## config.mk

```make
export PLATFORM = sky130hd
export DESIGN_NAME = pe_adder_tree
export DESIGN_NICKNAME = d
export VERILOG_FILES = /design/src/rtl/pe_adder_tree.sv
export SDC_FILE = /design/constraint.sdc
export NUM_CORES = 2
export LEC_CHECK = 0
export BUFFER_PORTS_ARGS = -buffer_cell sky130_fd_sc_hd__buf_4
export CAP_MARGIN = 5
export CORE_AREA = 2 2 503 505
export CTS_BUF_LIST = sky130_fd_sc_hd__clkbuf_16
export DETAILED_ROUTE_END_ITERATION = 12
export DIE_AREA = 0 0 505 507
export PLACE_DENSITY = 0.59
export SYNTH_ARGS = -nofsm -noshare
export SYNTH_HDL_FRONTEND = slang
export SYNTH_SLANG_ARGS = --single-unit
```

## constraint.sdc

```tcl
create_clock -name clk -period 12.3 [get_ports clk]
set_input_delay 1.23 -clock clk [delete_from_list [all_inputs] [get_ports clk]]
set_output_delay 1.23 -clock clk [all_outputs]
set_load 0.005 [all_outputs]
```

## src/rtl/pe_adder_tree.sv

```systemverilog
// pe_adder_tree: pipelined binary adder tree summing nRowSaInPE unsigned nSaRows-bit lanes.
// Build option PE_INPUT_REG_EN adds a register stage on pe_data_i/valid ahead of the first adder level.
module pe_adder_tree #(
  parameter int nSaRows          = 256,
  parameter int nRowSaInPE       = 4,
  parameter int nStagesAdderTree = 4,
  localparam int peSize          = nRowSaInPE * nSaRows
) (
  input  logic                                clk,
  input  logic                                nrst,
  input  logic                                valid,
  input  logic [peSize-1:0]                   pe_data_i,
  output logic [nSaRows+nStagesAdderTree-1:0] pe_data_o,
  output logic                                done_o
);

  // Handshake: valid-only, no ready. Every rising edge with valid=1 accepts pe_data_i;
  // each stage forwards its valid bit every cycle and loads data only when that bit is set.

  localparam int LV = $clog2(nRowSaInPE);
  localparam int OW = nSaRows + nStagesAdderTree;
  localparam int ND = nStagesAdderTree - LV;

  logic [peSize-1:0] src_data;
  logic              src_valid;

`ifdef PE_INPUT_REG_EN
  always_ff @(posedge clk or negedge nrst) begin
    if (!nrst) begin
      src_data  <= '0;
      src_valid <= 1'b0;
    end else begin
      src_valid <= valid;
      if (valid) src_data <= pe_data_i;
    end
  end
`else
  assign src_data  = pe_data_i;
  assign src_valid = valid;
`endif

  // Level j holds nRowSaInPE>>j partial sums, each one bit wider than its inputs.
  for (genvar j = 1; j <= LV; j++) begin : g_lvl
    localparam int IW = nSaRows + j - 1;
    localparam int NW = nSaRows + j;
    localparam int NO = nRowSaInPE >> j;

    logic [2*NO*IW-1:0] in_data;
    logic               in_valid;
    logic [NO*NW-1:0]   sum_d;
    logic [NO*NW-1:0]   sum_q;
    logic               vld_q;

    if (j == 1) begin : g_src
      assign in_data  = src_data;
      assign in_valid = src_valid;
    end else begin : g_prev
      assign in_data  = g_lvl[j-1].sum_q;
      assign in_valid = g_lvl[j-1].vld_q;
    end

    always_comb begin
      sum_d = '0;
      for (int k = 0; k < NO; k++) begin
        sum_d[k*NW +: NW] = NW'(in_data[2*k*IW +: IW]) + NW'(in_data[(2*k+1)*IW +: IW]);
      end
    end

    always_ff @(posedge clk or negedge nrst) begin
      if (!nrst) begin
        sum_q <= '0;
        vld_q <= 1'b0;
      end else begin
        vld_q <= in_valid;
        if (in_valid) sum_q <= sum_d;
      end
    end
  end

  logic [OW-1:0] tree_data;
  logic          tree_valid;

  assign tree_data  = OW'(g_lvl[LV].sum_q);
  assign tree_valid = g_lvl[LV].vld_q;

  // Stages beyond the adder levels only delay; zero-extension keeps the sum exact.
  if (ND == 0) begin : g_no_dly
    assign pe_data_o = tree_data;
    assign done_o    = tree_valid;
  end else begin : g_dly
    logic [OW-1:0] dly_data [ND];
    logic [ND-1:0] dly_valid;

    always_ff @(posedge clk or negedge nrst) begin
      if (!nrst) begin
        for (int s = 0; s < ND; s++) dly_data[s] <= '0;
        dly_valid <= '0;
      end else begin
        dly_valid[0] <= tree_valid;
        if (tree_valid) dly_data[0] <= tree_data;
        for (int s = 1; s < ND; s++) begin
          dly_valid[s] <= dly_valid[s-1];
          if (dly_valid[s-1]) dly_data[s] <= dly_data[s-1];
        end
      end
    end

    assign pe_data_o = dly_data[ND-1];
    assign done_o    = dly_valid[ND-1];
  end

endmodule

```

---- Word level (Yosys, flattened, before mapping) ----
Index checks and enable logic that the tools add are counted.
W data, S select, Z words.
storage, ports and cells
  memory bits (writable) .................. 0
  register bits after elaboration ......... 1292
  latch bits .............................. 0
  input bits .............................. 1027
  memory bits (read-only) ................. 0
  output and inout bits ................... 261
  logic and storage cells ................. 10
  memories kept ........................... 0
operators by class
  add/sub/neg operators ................... 3
  multipliers ............................. 0
  order comparisons ....................... 0
  divide/modulo/power cells ............... 0
  equality and inequality tests ........... 0
  bitwise operators ....................... 0
  reduce and logical (&&, ||, !) cells .... 0
  shift operators ......................... 0
  muxes and demuxes ....................... 0
operators with widths
  kind                 count
  $add A256 B256 Y257  2
  $add A257 B257 Y258  1

---- Longest topological paths before layout ----
  word-level depth ........................ 1
  mapped depth ............................ 17
  depth with buffers taken out ............ 17

---- Least setup slack after synthesis ----
OpenSTA, ideal clock, no wires.
  path type ............................... input to register
  from .................................... input pe_data_i[0]
  to ...................................... register g_lvl[1].sum_q[246]
  data arrival time ....................... 4861 ps
  stages .................................. 16
  setup slack ............................. 7314 ps
  library setup time ...................... 125 ps
  path buffers ............................ 0
  cell sequence ........................... ha_1 -> fa_1 -> a211oi_1 -> o311a_1 -> or4_4 -> a21o_1 -> and2_4 -> nor4_2 -> nor2_1 -> o31a_1 -> o31ai_4 -> a31o_4 -> a41oi_4 -> o31ai_2 -> xor2_1 -> mux2_2
between the ends
  cells in the longest elaborated chain, start to end .. 1
RTL lines
  what                  line  RTL
  start, declared       12    input logic [peSize-1:0] pe_data_i,
  $add A256 B256 Y257   65    sum_d[k*NW +: NW] = NW'(in_data[2*k*IW +: IW]) + NW'(in_data[(2*k+1)*IW +: IW]);
  end signal, assigned  75    if (in_valid) sum_q <= sum_d;
  end, declared         51    logic [NO*NW-1:0] sum_q;
Every way passes these cells.
A chain may end at the register's enable or synchronous reset.

---- Final worst setup path ----
  from .................................... input pe_data_i[512]
  to ...................................... register g_lvl[1].sum_q[501]
The elaborated chain is that of the path after synthesis.

==> flow_metrics.tcl <==
set metrics [dict create \
    drc_errors 0 \
    antenna_found_initial 86 \
    ys.flop_type "dfrtp_1" \
    path_clk_slew_ps 60 \
    synthArstFlopShare 1.00 \
    track_usage 0.416 \
    finalWeightedCongestion 1.17 \
    cts_setup_buffers 0 \
    cap_violations 0 \
    detail-route-antenna-nets 0 \
    finalCritPeriodShare 0.510 \
    grt_pass1_wl_mm 764 \
    clock_sinks 1292 \
    dpl_cell_area_um2 116000 \
    crit_path_end_kind "flop" \
    rsz0062_at_grt "false" \
    worst-endpoint-required_ps 13050 \
    die_height_um 507 \
    ys_types 97 \
    timing.slew.headroom 0.0329 \
    tns_ps 0 \
    crit_fanout 5 \
    nets 14700 \
    drt_iter0_markers 16500 \
    postCtsResizedCells 0 \
    hold_buffers 0 \
    final-hold-violation-count 0 \
    clock_path_buffers 3 \
    synth_top_area_share 0.305 \
    syn_avg_cell_area_um2 8.64 \
    cts_tree "yes" \
    hold_class "reg2reg" \
    routed-via-count 107000 \
    grt_max_degree 206 \
    drv_slew 0 \
    ys_ff_latch 1292 \
    period_needed_ps 6270 \
    p_per_area_nw_per_um2 208 \
    dp_hpwl_mm 481 \
    p_total_uw 25200 \
    drt_wl_total_mm 558 \
    placement.io_buffers 1285 \
    fin_skew_ps 69.5 \
    gr-total-overflow 0 \
    p_leak_uw 0.0513 \
    grt_pass1_vias 99300 \
    dieArea_um2 256000 \
    ios 1288 \
    clkLatencyLatePin_ps 850 \
    syn_area_um2 106000 \
    drt-pass1-iter-count 7 \
    status "finished clean" \
    tightest_slew_ps 1450 \
    crit_type "in2reg" \
    syn_inst 12300 \
    ys_top_cells_by_count "1501 x a21oi_1, 1292 x dfrtp_1, 1202 x mux2_2" \
    timing.fmax_mhz 159 \
    area_growth_syn_to_layout_pct 14.0 \
    drive_gt1_frac 0.219 \
    critical_path_arrival_ps 7020 \
    htree_levels 4 \
    routedWlPerCell_um 34.1 \
    coreArea_um2 250000 \
    placementRows 184 \
    pre_cts_slack_ps 5340 \
    seq_area_frac_synth 0.305 \
    synth.top_cells.by_area "dfrtp_1 31%, mux2_2 13%, ha_1 9.1%" \
    post-synth-top-area-cell "dfrtp_1" \
    synth.most_common_cell "a21oi_1" \
    start_kind "input port" \
    final_cell_area_um2 121000 \
    setup_viol 0 \
    die_w_um 505 \
    synth-edff-count 0 \
    viasPerCell 6.57 \
    clockRootBuffer "clkbuf_16" \
    numCtsBuffers 142 \
    start_util 0.423 \
    nFillCells 23900 \
    ys_warn_count 0 \
    worst_slack_ps 6030 \
    vdd_drop_max_v 0.000131 \
]
## critical path, cell delays in order
cell	delay (ps)
buf_4	110
ha_1	220
fa_1	420
a211oi_1	270
o21ai_0	240
o221ai_1	960
a311oi_1	350
o211ai_1	570
a31oi_2	260
and4_1	310
nor2_1	340
o21ai_0	170
buf_4	180
a21oi_1	440
o21ai_0	250
a21boi_0	290
xnor2_1	120
mux2_2	270
## registers in the layout (all words and copies together), names as in the netlist
signal / cells
g_dly.dly_valid: 2
g_lvl.sum_q: 772
pe_data_o: 258
g_dly.dly_data: 258
g_lvl.vld_q: 2
## area by class of cell
cell class	instances	area (um2)	area share
multi-input cells	9808	68200	0.565
flip-flops and latches	1292	32300	0.268
repair buffers	1332	10100	0.0836
well taps	3348	4190	0.0347
clock buffers	142	3550	0.0294
clock inverters	114	1150	0.00957
inverters	281	1050	0.00874
diodes	31	77.6	0.000643
## layer usage
layer / global-route usage / up-vias / part of all wire
met4: 0.166 / 24 / 0.047
met3: 0.136 / 812 / 0.13
met5: 0.00111 / - / 0.00035
li1: - / 46000 / -
met1: 0.635 / 53600 / 0.45
met2: 0.525 / 7004 / 0.37
## power breakdown
part	switching (uW)	leakage, uW	internal (uW)	total, uW
Combinational	7950	0.0338	5040	13000
Sequential	1850	0.0151	6020	7870
Clock	1940	0.00236	2370	4300
## per-stage QoR
| step | instances | util | hold WS, ps |
|---|---|---|---|
| 2_1_floorplan | 12300 | - | 352 |
| 3_3_place_gp | 16100 | 0.463 | 466 |
| 3_5_place_dp | 16100 | 0.463 | 474 |
| 4_1_cts | 16300 | 0.482 | 449 |
| 5_1_grt | 16300 | 0.482 | 484 |
| 6_report | 16300 | 0.482 | 450 |
## path summary, 6_finish.rpt
| kind | startpoint | endpoint | slack [ps] | cells past startpoint |
|---|---|---|---|---|
| setup / recovery | pe_data_i[512] | g_lvl[1].sum_q[501] | 6030 | 18 |
| setup reg to reg | g_lvl[1].sum_q[257] | g_lvl[2].sum_q[240] | 6040 | 17 |
| min in group asynchronous | nrst | g_lvl[1].sum_q[27] | 480 | 1 |
| hold / removal | g_lvl[2].sum_q[71] | g_dly.dly_data[331] | 450 | 1 |
| hold reg to reg | g_lvl[2].sum_q[71] | g_dly.dly_data[331] | 450 | 1 |
| max in group asynchronous | nrst | g_lvl[2].vld_q | 9310 | 3 |
## cells by family after synthesis
group | count (synthesis) | synth area share
and+or+nand+nor | 3196 | 0.141
adders and majority gates | 772 | 0.0914
xor gates and xnor gates | 740 | 0.0612
DFF | 1292 | 0.305
muxes | 1205 | 0.128
buffers and inverters | 1154 | 0.0503
other | 1 | 0.0000354
AOI/OAI and AO/OA | 3893 | 0.223
## cell usage in the layout (no fill, tap or decap), types with 217 or more instances in the layout
| cell | synthesis | layout |
|---|---|---|
| a21o_1 | 400 | 400 |
| a21oi_1 | 1501 | 1501 |
| buf_4 | 260 | 1325 |
| dfrtp_1 | 1292 | 1289 |
| ha_1 | 769 | 769 |
| inv_1 | 281 | 300 |
| mux2_2 | 1202 | 1202 |
| nand2_1 | 1074 | 1074 |
| nand4_1 | 479 | 479 |
| nor2_1 | 863 | 863 |
| nor3_1 | 217 | 217 |
| o21ai_0 | 904 | 904 |
| o21bai_1 | 295 | 295 |
| xnor2_1 | 473 | 473 |
| xor2_1 | 267 | 267 |
Power figures use the tool's default switching activity.
